==> src/rtl/dll_fc_init_gen_pkg.sv <==
// Shared DLL definitions: DLCMSM state encodings, DLLP type codes,
// flow-control DLLP field packing and the FC_INIT transmit FSM states.
package dll_fc_init_gen_pkg;

    localparam logic [1:0] DLCM_INACTIVE = 2'd0;
    localparam logic [1:0] DLCM_INIT1    = 2'd1;
    localparam logic [1:0] DLCM_INIT2    = 2'd2;
    localparam logic [1:0] DLCM_ACTIVE   = 2'd3;

    localparam logic [7:0] DLLP_INITFC1_P   = 8'h40;
    localparam logic [7:0] DLLP_INITFC1_NP  = 8'h50;
    localparam logic [7:0] DLLP_INITFC1_CPL = 8'h60;
    localparam logic [7:0] DLLP_INITFC2_P   = 8'hC0;
    localparam logic [7:0] DLLP_INITFC2_NP  = 8'hD0;
    localparam logic [7:0] DLLP_INITFC2_CPL = 8'hE0;
    localparam logic [7:0] DLLP_UPDFC_P     = 8'h80;
    localparam logic [7:0] DLLP_UPDFC_NP    = 8'h90;
    localparam logic [7:0] DLLP_UPDFC_CPL   = 8'hA0;

    typedef enum logic [2:0] {
        TX_IDLE,
        TX_SEND_P,
        TX_SEND_NP,
        TX_SEND_CPL,
        TX_WAIT
    } tx_state_t;

    typedef struct packed {
        logic p;
        logic np;
        logic cpl;
    } fc_flags_t;

    // Byte0 = type, then HdrFC split across bytes 1/2, DataFC in the low 12 bits.
    function automatic logic [31:0] pack_fc_dllp(input logic [7:0]  dllp_type,
                                                 input logic [7:0]  hdr,
                                                 input logic [11:0] data);
        return {dllp_type, 2'b00, hdr[7:2], hdr[1:0], 2'b00, data[11:8], data[7:0]};
    endfunction

endpackage

==> src/rtl/dll_resend_timer.sv <==
// Resend-interval timer: after a start pulse, expire is high on the
// CYCLES-th following cycle, then the timer goes idle.
module dll_resend_timer #(
    parameter logic [15:0] CYCLES = 16'd8500
) (
    input  logic clk,
    input  logic rst,
    input  logic start,
    output logic expire
);

    logic [15:0] cnt;
    logic        running;

    // NOTE: sequential state is updated with non-blocking assignments only, so
    // every flop samples pre-edge values regardless of statement order.
    always_ff @(posedge clk) begin
        if (rst) begin
            cnt     <= '0;
            running <= 1'b0;
        end else if (start) begin
            cnt     <= (CYCLES == 16'd0) ? 16'd0 : CYCLES - 16'd1;
            running <= 1'b1;
        end else if (running) begin
            if (cnt == '0)
                running <= 1'b0;
            else
                cnt <= cnt - 16'd1;
        end
    end

    assign expire = running && (cnt == '0);

endmodule

==> src/rtl/dll_fc_init_gen.sv <==
// Flow-control initialisation: transmits InitFC1/InitFC2 sets while the link
// is initialising, tracks the partner's InitFC/UpdateFC DLLPs and latches its credits.
module dll_fc_init_gen
    import dll_fc_init_gen_pkg::*;
#(
    parameter logic [7:0]  ADV_PH        = 8'd32,
    parameter logic [11:0] ADV_PD        = 12'd256,
    parameter logic [7:0]  ADV_NPH       = 8'd32,
    parameter logic [11:0] ADV_NPD       = 12'd32,
    parameter logic [7:0]  ADV_CPLH      = 8'd0,
    parameter logic [11:0] ADV_CPLD      = 12'd0,
    parameter logic [15:0] RESEND_CYCLES = 16'd8500
) (
    input  logic        clk,
    input  logic        rst,
    input  logic [1:0]  dlcm_state_i,
    input  logic        rx_dllp_valid_i,
    input  logic [31:0] rx_dllp_i,
    output logic        tx_dllp_valid_o,
    output logic [31:0] tx_dllp_o,
    input  logic        tx_dllp_ready_i,
    output logic        init1_end_o,
    output logic        init2_end_o,
    output logic [7:0]  rmt_ph_o,
    output logic [7:0]  rmt_nph_o,
    output logic [7:0]  rmt_cplh_o,
    output logic [11:0] rmt_pd_o,
    output logic [11:0] rmt_npd_o,
    output logic [11:0] rmt_cpld_o
);

    tx_state_t state, state_nxt;
    logic      set_init2, send_valid, tx_hs, cpl_hs, set_start, in_init;
    logic      timer_expire;

    assign in_init   = (dlcm_state_i == DLCM_INIT1) || (dlcm_state_i == DLCM_INIT2);
    assign tx_hs     = tx_dllp_valid_o && tx_dllp_ready_i;
    assign cpl_hs    = (state == TX_SEND_CPL) && tx_hs;
    assign set_start = (state_nxt == TX_SEND_P) && (state != TX_SEND_P);

    always_ff @(posedge clk) begin
        if (rst) begin
            state     <= TX_IDLE;
            set_init2 <= 1'b0;
        end else begin
            state <= state_nxt;
            if (set_start)
                set_init2 <= (dlcm_state_i == DLCM_INIT2);
        end
    end

    // A DLLP on offer is always finished before honouring a leave-init request.
    always_comb begin
        state_nxt = state;
        case (state)
            TX_IDLE:     if (in_init) state_nxt = TX_SEND_P;
            TX_SEND_P:   if (tx_hs) state_nxt = in_init ? TX_SEND_NP : TX_IDLE;
            TX_SEND_NP:  if (tx_hs) state_nxt = in_init ? TX_SEND_CPL : TX_IDLE;
            TX_SEND_CPL: if (tx_hs) state_nxt = in_init ? TX_WAIT : TX_IDLE;
            TX_WAIT: begin
                if (!in_init)         state_nxt = TX_IDLE;
                else if (timer_expire) state_nxt = TX_SEND_P;
            end
            default:     state_nxt = TX_IDLE;
        endcase
    end

    // NOTE: every always_comb output gets a default first; a path that leaves
    // one unassigned would infer a latch.
    always_comb begin
        send_valid = 1'b0;
        tx_dllp_o  = '0;
        case (state)
            TX_SEND_P: begin
                send_valid = 1'b1;
                tx_dllp_o  = pack_fc_dllp(set_init2 ? DLLP_INITFC2_P : DLLP_INITFC1_P, ADV_PH, ADV_PD);
            end
            TX_SEND_NP: begin
                send_valid = 1'b1;
                tx_dllp_o  = pack_fc_dllp(set_init2 ? DLLP_INITFC2_NP : DLLP_INITFC1_NP, ADV_NPH, ADV_NPD);
            end
            TX_SEND_CPL: begin
                send_valid = 1'b1;
                tx_dllp_o  = pack_fc_dllp(set_init2 ? DLLP_INITFC2_CPL : DLLP_INITFC1_CPL, ADV_CPLH, ADV_CPLD);
            end
            default: ;
        endcase
    end

    // Gating with rst keeps a reset mid-set from completing the handshake.
    assign tx_dllp_valid_o = send_valid && !rst;

    dll_resend_timer #(
        .CYCLES (RESEND_CYCLES)
    ) u_resend_timer (
        .clk    (clk),
        .rst    (rst),
        .start  (cpl_hs),
        .expire (timer_expire)
    );

    logic [7:0]  rx_type, rx_hdr;
    logic [11:0] rx_data;
    fc_flags_t   rx_init, fl, fl_nxt;
    logic        rx_fi2_evt, fi2, fi2_nxt, sent, sent_nxt, done1, done2;
    logic        init1_fire, init2_fire, inactive;
    logic [1:0]  dlcm_q;
    logic        unused_rsvd;

    assign rx_type     = rx_dllp_i[31:24];
    assign rx_hdr      = {rx_dllp_i[21:16], rx_dllp_i[15:14]};
    assign rx_data     = rx_dllp_i[11:0];
    assign unused_rsvd = ^{rx_dllp_i[23:22], rx_dllp_i[13:12]};
    assign inactive    = (dlcm_state_i == DLCM_INACTIVE);

    assign rx_init.p   = rx_dllp_valid_i && (rx_type == DLLP_INITFC1_P   || rx_type == DLLP_INITFC2_P);
    assign rx_init.np  = rx_dllp_valid_i && (rx_type == DLLP_INITFC1_NP  || rx_type == DLLP_INITFC2_NP);
    assign rx_init.cpl = rx_dllp_valid_i && (rx_type == DLLP_INITFC1_CPL || rx_type == DLLP_INITFC2_CPL);
    assign rx_fi2_evt  = rx_dllp_valid_i && (dlcm_state_i == DLCM_INIT2) &&
                         (rx_type inside {DLLP_INITFC2_P, DLLP_INITFC2_NP, DLLP_INITFC2_CPL,
                                          DLLP_UPDFC_P, DLLP_UPDFC_NP, DLLP_UPDFC_CPL});

    // Next-state flags so an rx DLLP coinciding with the Cpl handshake still counts.
    always_comb begin
        fl_nxt   = fl | rx_init;
        fi2_nxt  = fi2 | rx_fi2_evt;
        sent_nxt = (dlcm_state_i != dlcm_q) ? 1'b0 : (sent | cpl_hs);
        if (inactive) begin
            fl_nxt  = '0;
            fi2_nxt = 1'b0;
        end
    end

    assign init1_fire = (dlcm_state_i == DLCM_INIT1) && (&fl_nxt) && sent_nxt && !done1;
    assign init2_fire = (dlcm_state_i == DLCM_INIT2) && fi2_nxt && sent_nxt && !done2;

    always_ff @(posedge clk) begin
        if (rst) begin
            fl          <= '0;
            fi2         <= 1'b0;
            sent        <= 1'b0;
            done1       <= 1'b0;
            done2       <= 1'b0;
            dlcm_q      <= DLCM_INACTIVE;
            init1_end_o <= 1'b0;
            init2_end_o <= 1'b0;
            rmt_ph_o    <= '0;
            rmt_pd_o    <= '0;
            rmt_nph_o   <= '0;
            rmt_npd_o   <= '0;
            rmt_cplh_o  <= '0;
            rmt_cpld_o  <= '0;
        end else begin
            fl          <= fl_nxt;
            fi2         <= fi2_nxt;
            sent        <= sent_nxt;
            dlcm_q      <= dlcm_state_i;
            init1_end_o <= init1_fire;
            init2_end_o <= init2_fire;
            done1       <= !inactive && (done1 || init1_fire);
            done2       <= !inactive && (done2 || init2_fire);
            if (inactive) begin
                rmt_ph_o   <= '0;
                rmt_pd_o   <= '0;
                rmt_nph_o  <= '0;
                rmt_npd_o  <= '0;
                rmt_cplh_o <= '0;
                rmt_cpld_o <= '0;
            end else begin
                if (rx_init.p && !fl.p) begin
                    rmt_ph_o <= rx_hdr;
                    rmt_pd_o <= rx_data;
                end
                if (rx_init.np && !fl.np) begin
                    rmt_nph_o <= rx_hdr;
                    rmt_npd_o <= rx_data;
                end
                if (rx_init.cpl && !fl.cpl) begin
                    rmt_cplh_o <= rx_hdr;
                    rmt_cpld_o <= rx_data;
                end
            end
        end
    end

endmodule

==> config.mk <==
export PLATFORM = sky130hd
export DESIGN_NAME = dll_fc_init_gen
export DESIGN_NICKNAME = d
export VERILOG_FILES = /design/src/rtl/dll_fc_init_gen_pkg.sv /design/src/rtl/dll_resend_timer.sv /design/src/rtl/dll_fc_init_gen.sv
export SDC_FILE = /design/constraint.sdc
export NUM_CORES = 1
export LEC_CHECK = 0
export BUFFER_PORTS_ARGS = -buffer_cell sky130_fd_sc_hd__buf_4
export CAP_MARGIN = 20
export CORE_ASPECT_RATIO = 1.75
export CORE_MARGIN = 2
export CORE_UTILIZATION = 30
export DETAILED_ROUTE_END_ITERATION = 8
export REMOVE_ABC_BUFFERS = 1
export SYNTH_ARGS = -nofsm -noshare
export SYNTH_HDL_FRONTEND = slang
export SYNTH_HIERARCHICAL = 1
export SYNTH_SLANG_ARGS = --single-unit
==> constraint.sdc <==
create_clock -name clk -period 3.2 [get_ports clk]
set_clock_uncertainty 0.05 [all_clocks]
set_input_delay 0.32 -clock clk [delete_from_list [all_inputs] [get_ports clk]]
set_output_delay 0.32 -clock clk [all_outputs]
set_load 0.1 [all_outputs]
* Word level (Yosys, flattened, before mapping) *
Cells that the tools add are included.

cells by class
  multiplexer cells = 24
  reduce and logical (&&, ||, !) cells = 45
  bitwise operators = 4
  equal/unequal tests = 19
  add/sub/neg operators = 1

operators by type and width
  cell                     count
  $pmux W32 S3             1
  $eq A8 B8 Y1 const B     6
  $mux W14                 3
  $eq A8 B7 Y1 const B     3
  $mux W3                  8
  $mux W8                  3
  $logic_and A1 B1 Y1      21
  $logic_not A16 Y1        1
  $sub A16 B1 Y16 const B  1
  $pmux W3 S5              1
  $logic_not A1 Y1         7
  $eq A3 B1 Y1 const B     2
  $eq A3 B2 Y1 const B     2
  $logic_or A1 B1 Y1       6
  $mux W1                  6
  $reduce_bool A6 Y1       1
  $mux W2                  2
  $reduce_and A2 Y1        2
  $reduce_or A2 Y1         2
  $eq A3 B3 Y1 const B     1
  $logic_not A3 Y1         1
  $ne A3 B1 Y1 const B     1
  $or A3 B3 Y3             1
  $reduce_and A3 Y1        1
  9 further kinds          10

word-level totals
  logic and storage cells = 114
  input bits = 38
  output and inout port bits = 95
  flip-flop bits (word level) = 92

* Logic depth before layout (Yosys ltp) *
  depth in word-level cells = 12
  gate-level depth with buffers = 10
  depth with buffers taken out = 9

* Cells and area by module *
The synthesis kept the hierarchy.

by module, submodules not included
  module            seq. area each (um2)  cells each  area an instance (um2)  instances
  dll_fc_init_gen   1501.4                357         3055.4                  1
  dll_resend_timer  340.3                 97          883.3                   1

* Worst setup path after synthesis *
Ideal clock, no wire load.

  path type = reg-to-output
  start = register state[1]
  end = output port tx_dllp_o[19]
  cell stages (with the launch flop) = 4
  buffers on the path = 1
  path slack = -0.729 ns
  data arrival time = 3.559 ns
  required time = 2.830 ns
  cells stage by stage = dfxtp_1 > clkbuf_1 > nor3b_1 > or2_2

between the ends
  word-level cells in the longest chain between the ends = 2
  elaborated cells between the ends (all ways) = 4
  those cells by class = 3 x eq/ne; 1 x mux

RTL lines
  what                                                 line                   RTL
  start, declared                                      dll_fc_init_gen.sv:32  tx_state_t state, state_nxt;
  start signal, assigned                               dll_fc_init_gen.sv:46  state <= state_nxt;
  $eq A3 B2 Y1 / $eq A3 B1 Y1 (equally long branches)  dll_fc_init_gen.sv:73  case (state)
  $pmux W32 S3 (*)                                     dll_fc_init_gen.sv:73
  end, declared                                        dll_fc_init_gen.sv:20  output logic [31:0] tx_dllp_o,

Mark *: on every way between the ends. The rest lies on a longest branch, timed or not.

* Final worst setup path *
  start = register u_resend_timer.cnt[3]
  end = register u_resend_timer.cnt[12]

between the ends
  word-level cells in the longest chain between the ends = 3
  elaborated cells between the ends (all ways) = 4
  those cells by class = 1 x add/sub; 1 x bitwise; 2 x reduce/logical

RTL lines
  what                                                     line                    RTL
  start, declared                                          dll_resend_timer.sv:12  logic [15:0] cnt;
  start signal, assigned                                   dll_resend_timer.sv:22  cnt <= (CYCLES == 16'd0) ? 16'd0 : CYCLES - 16'd1;
  start signal, assigned                                   dll_resend_timer.sv:28  cnt <= cnt - 16'd1;
  branches (longest 3 deep; another with $sub A16 B1 Y16)  -

Several ways; the timed one is not identified.
A chain may end at the register's enable or synchronous reset.

==> parameters.txt <==
Parameter                              Value

Status
  Status ... finished clean

Floorplanning
  Number of placement rows ... 55
  DIE HEIGHT ... 156 um
  I/O Pins ... 133
  Core area ... 12,900 um^2
  Die Width ... 90.6 um
  Die Footprint ... 14,100 um^2
  Effective utilization at floorplan ... 0.306

Power and ir drop
  Combinational fraction of design power ... 0.129
  Reg power frac ... 0.466
  Switch Pwr ... 0.000732 W
  Pwr dens ... 491 nW/um^2
  Static leakage ... 2.14 nW
  Internal Power ... 0.00175 W
  Total power after layout ... 0.00248 W
  Worst-case vdd ir drop ... 0.228 mV
  Sw frac ... 0.295
  Share of power burned in the clock network ... 0.404

Placement
  Half-perimeter wire length of the detailed placement result ... 7.24 mm
  Routability-driven placement congestion ratio ... 0.751
  Number of cells after detailed placement ... 709
  Port-buffer cells ... 103

Final layout
  Non-filler instance count after layout ... 725
  Area delta synth->final ... 28.1%
  Commonest non-fill, non-tap cells in the layout ... buf_4 (109), dfxtp_1 (92), nand2_1 (86)
  Number of fill cells in the layout ... 1,309
  Layout cells sized above 1 ... 0.255
  Most common cell after layout, fill and taps aside ... buf_4
  Ant diodes ... 0
  Layout net count ... 592

STA
  Period utilisation layout ... 0.673
  RSZ-0062 raised after global routing ... no
  Rel. slew slack ... 0.432
  Actual slew at the worst max-slew pin ... 0.845 ns
  Highest attainable clock frequency ... 465 MHz
  Number of hold violations in the final report ... 0
  Finish-stage setup viols ... 0
  Max-slew violation count ... 0
  Post-Route Hold Slack ... 0.180 ns
  Time the worst path needs with I/O delays and setup ... 2.15 ns

Global route
  GRT Residual Overflow ... 0
  Via count of the first global-routing pass ... 3,267
  Maximum number of pins on one net before global-route repair ... 45
  Global-route wire length before repair ... 16.1 mm
  Initial antenna violation count ... 0
  GR Util All Layers ... 0.142

Setup path
  Top cell family by delay on the critical path ... simple AND/OR/NAND/NOR gates
  Crit Path Class ... register to register
  Crit path capture type ... register
  Critical-path top delay cell ... or4_4
  Critical path cell sequence ... or4_4 -> or3_4 -> or4b_1 -> a21oi_1
  Largest stage delay on the critical path ... 0.61 ns
  Number of buffer and inverter instances along the worst setup path ... 0
  Crit path required time ... 3.42 ns
  Nature of the critical path startpoint ... register
  Data arrival, critical path ... 2.37 ns
  Worst-path fanout max ... 6

Detailed routing
  Routed WL per cell ... 13.8 um
  Violation count after the first detailed-routing iteration ... 140
  Pre-antenna DRT Iters ... 4
  Detailed-route DRC error count ... 0
  Vias ... 3,481
  Wire length after detailed routing ... 10.0 mm
  Antenna-violating nets left ... 0
  Vias per cell ... 4.80

Yosys
  Number of enable-type register cells in the synthesized netlist ... 0
  Mapped Avg Cell Area ... 8.68 um^2
  Distinct cell type count after synthesis ... 51
  Leading area contributor after synthesis ... dfxtp_1
  Area fraction of the dominant cell type after synthesis ... 0.468
  Most used DFF post-synth ... dfxtp_1
  Netlist area before placement ... 3940 um^2
  Synthesized flop and latch total ... 92
  Seq/Total Area, Yosys ... 0.468
  Async S/R FF share, synth ... 0
  Number of warnings issued by yosys ... 6
  Post-synthesis cell count ... 454
  Largest cells by area after synthesis ... dfxtp_1 (47%), nand2_1 (8.2%), a21oi_1 (6.7%)

CTS
  Max H-tree Level ... 3
  Sinks on Clock Net ... 92
  Clk Tree Root Cell ... clkbuf_16
  Resized cells post-CTS ... 0
  CTS Hold Bufs ... 0
  CTS clock-pin slew for the worst setup and hold paths ... 0.07 ns
  Post-CTS setup buffer count ... 0
  Clock tree from TritonCTS ... done
  Clock latency of the later-clocked register in the worst-skew pair ... 0.33 ns
  Number of buffers inserted during clock tree synthesis ... 9
  Clk buf depth ... 2

Run
  Total of max-cap violations ... 0

Worst hold path
  Worst min-delay path category ... input pin to register
==> final cells by class <==
type,count,area [um^2],area share
sequential,92,1840,0.365
inverter,10,37.5,0.00744
clock inverter,7,58.8,0.0117
clock buffer,9,225,0.0446
multi-input combinational,327,1850,0.367
tap,171,214,0.0424
timing repair buffer,109,818,0.162
==> cell families after synthesis <==
group,count (synthesis),synth area share
xor+xnor,3,0.00667
buf+inv,59,0.0870
other cells,1,0.000952
compound gates,86,0.128
flops,92,0.468
fa+ha+maj,5,0.0159
simple gates,186,0.237
mux,22,0.0562
==> routing by layer <==
metal | vias up | GRT usage | wire (um) | part of all wire
met3 | 9 | 0.0309 | 503 | 0.050
met1 | 1650 | 0.160 | 4200 | 0.42
li1 | 1709 | - | - | -
met4 | 0 | 0.0520 | 109 | 0.011
met5 | - | 0 | 0 | 0
met2 | 113 | 0.259 | 5220 | 0.52
==> worst min-delay path, stage by stage <==
cell and delay [ns]:
buf_4 0.09, mux2i_1 0.05, nor2_1 0.07
==> power by group through the flow <==
stage | Combinational, W | Clock, W | Sequential, W
floorplan | 0.000233 | 0 | 0.00119
global placement | 0.000316 | 0 | 0.00118
detailed placement | 0.000319 | 0 | 0.00118
CTS | 0.000320 | 0.00104 | 0.00116
global route | 0.000334 | 0.00109 | 0.00116
finish | 0.000320 | 0.00100 | 0.00116
==> cell usage after synthesis (2+ instances only) <==
library cell	count
a31oi_1	8
nor3b_1	3
nand2b_1	3
ha_1	5
nand2_1	86
nand3b_1	3
o31ai_1	8
buf_4	26
or3_4	2
a21oi_1	53
inv_1	10
or4_4	3
xnor2_1	3
nor3_1	3
or3_1	6
buf_2	7
buf_1	2
nand3_1	5
mux2i_1	21
buf_6	2
nor2_1	39
clkbuf_1	12
o21ai_0	6
or2_2	4
nor4_1	5
and2_1	3
or4_1	9
dfxtp_1	92
or4b_1	2
nand4b_1	2
==> stage by stage <==
| stage | cell area, um^2 | setup slack, ns | utilization | TNS [ns] |
|---|---|---|---|---|
| after floorplan | 3720 | -2.87 | - | -6.78 |
| after global placement | 4760 | 1.11 | 0.370 | 0 |
| after detailed placement | 4760 | 1.05 | 0.370 | 0 |
| after CTS | 5050 | 1.03 | 0.392 | 0 |
| after global routing | 5050 | 0.953 | 0.392 | 0 |
| final | 5050 | 1.05 | 0.392 | 0 |
==> path summary, 6_finish.rpt <==
check | cells after the start | end | start | slack [ns]
worst min register to register | 1 | init2_end_o | done2 | 0.37
worst min-delay path | 3 | rmt_cplh_o[6] | rx_dllp_i[20] | 0.18
worst max register to register | 4 | u_resend_timer/cnt[12] | u_resend_timer/cnt[3] | 1.05
worst max-delay path | 4 | u_resend_timer/cnt[12] | u_resend_timer/cnt[3] | 1.05
==> registers in the layout, indices dropped and copies added (netlist names), 2 cells and up <==
register            flops
dlcm_q                  2
state                   3
rmt_pd_o               12
rmt_npd_o              12
fl                      3
rmt_cpld_o             12
u_resend_timer/cnt     16
rmt_ph_o                8
rmt_cplh_o              8
rmt_nph_o               8
(Power assumes the default switching activity.)
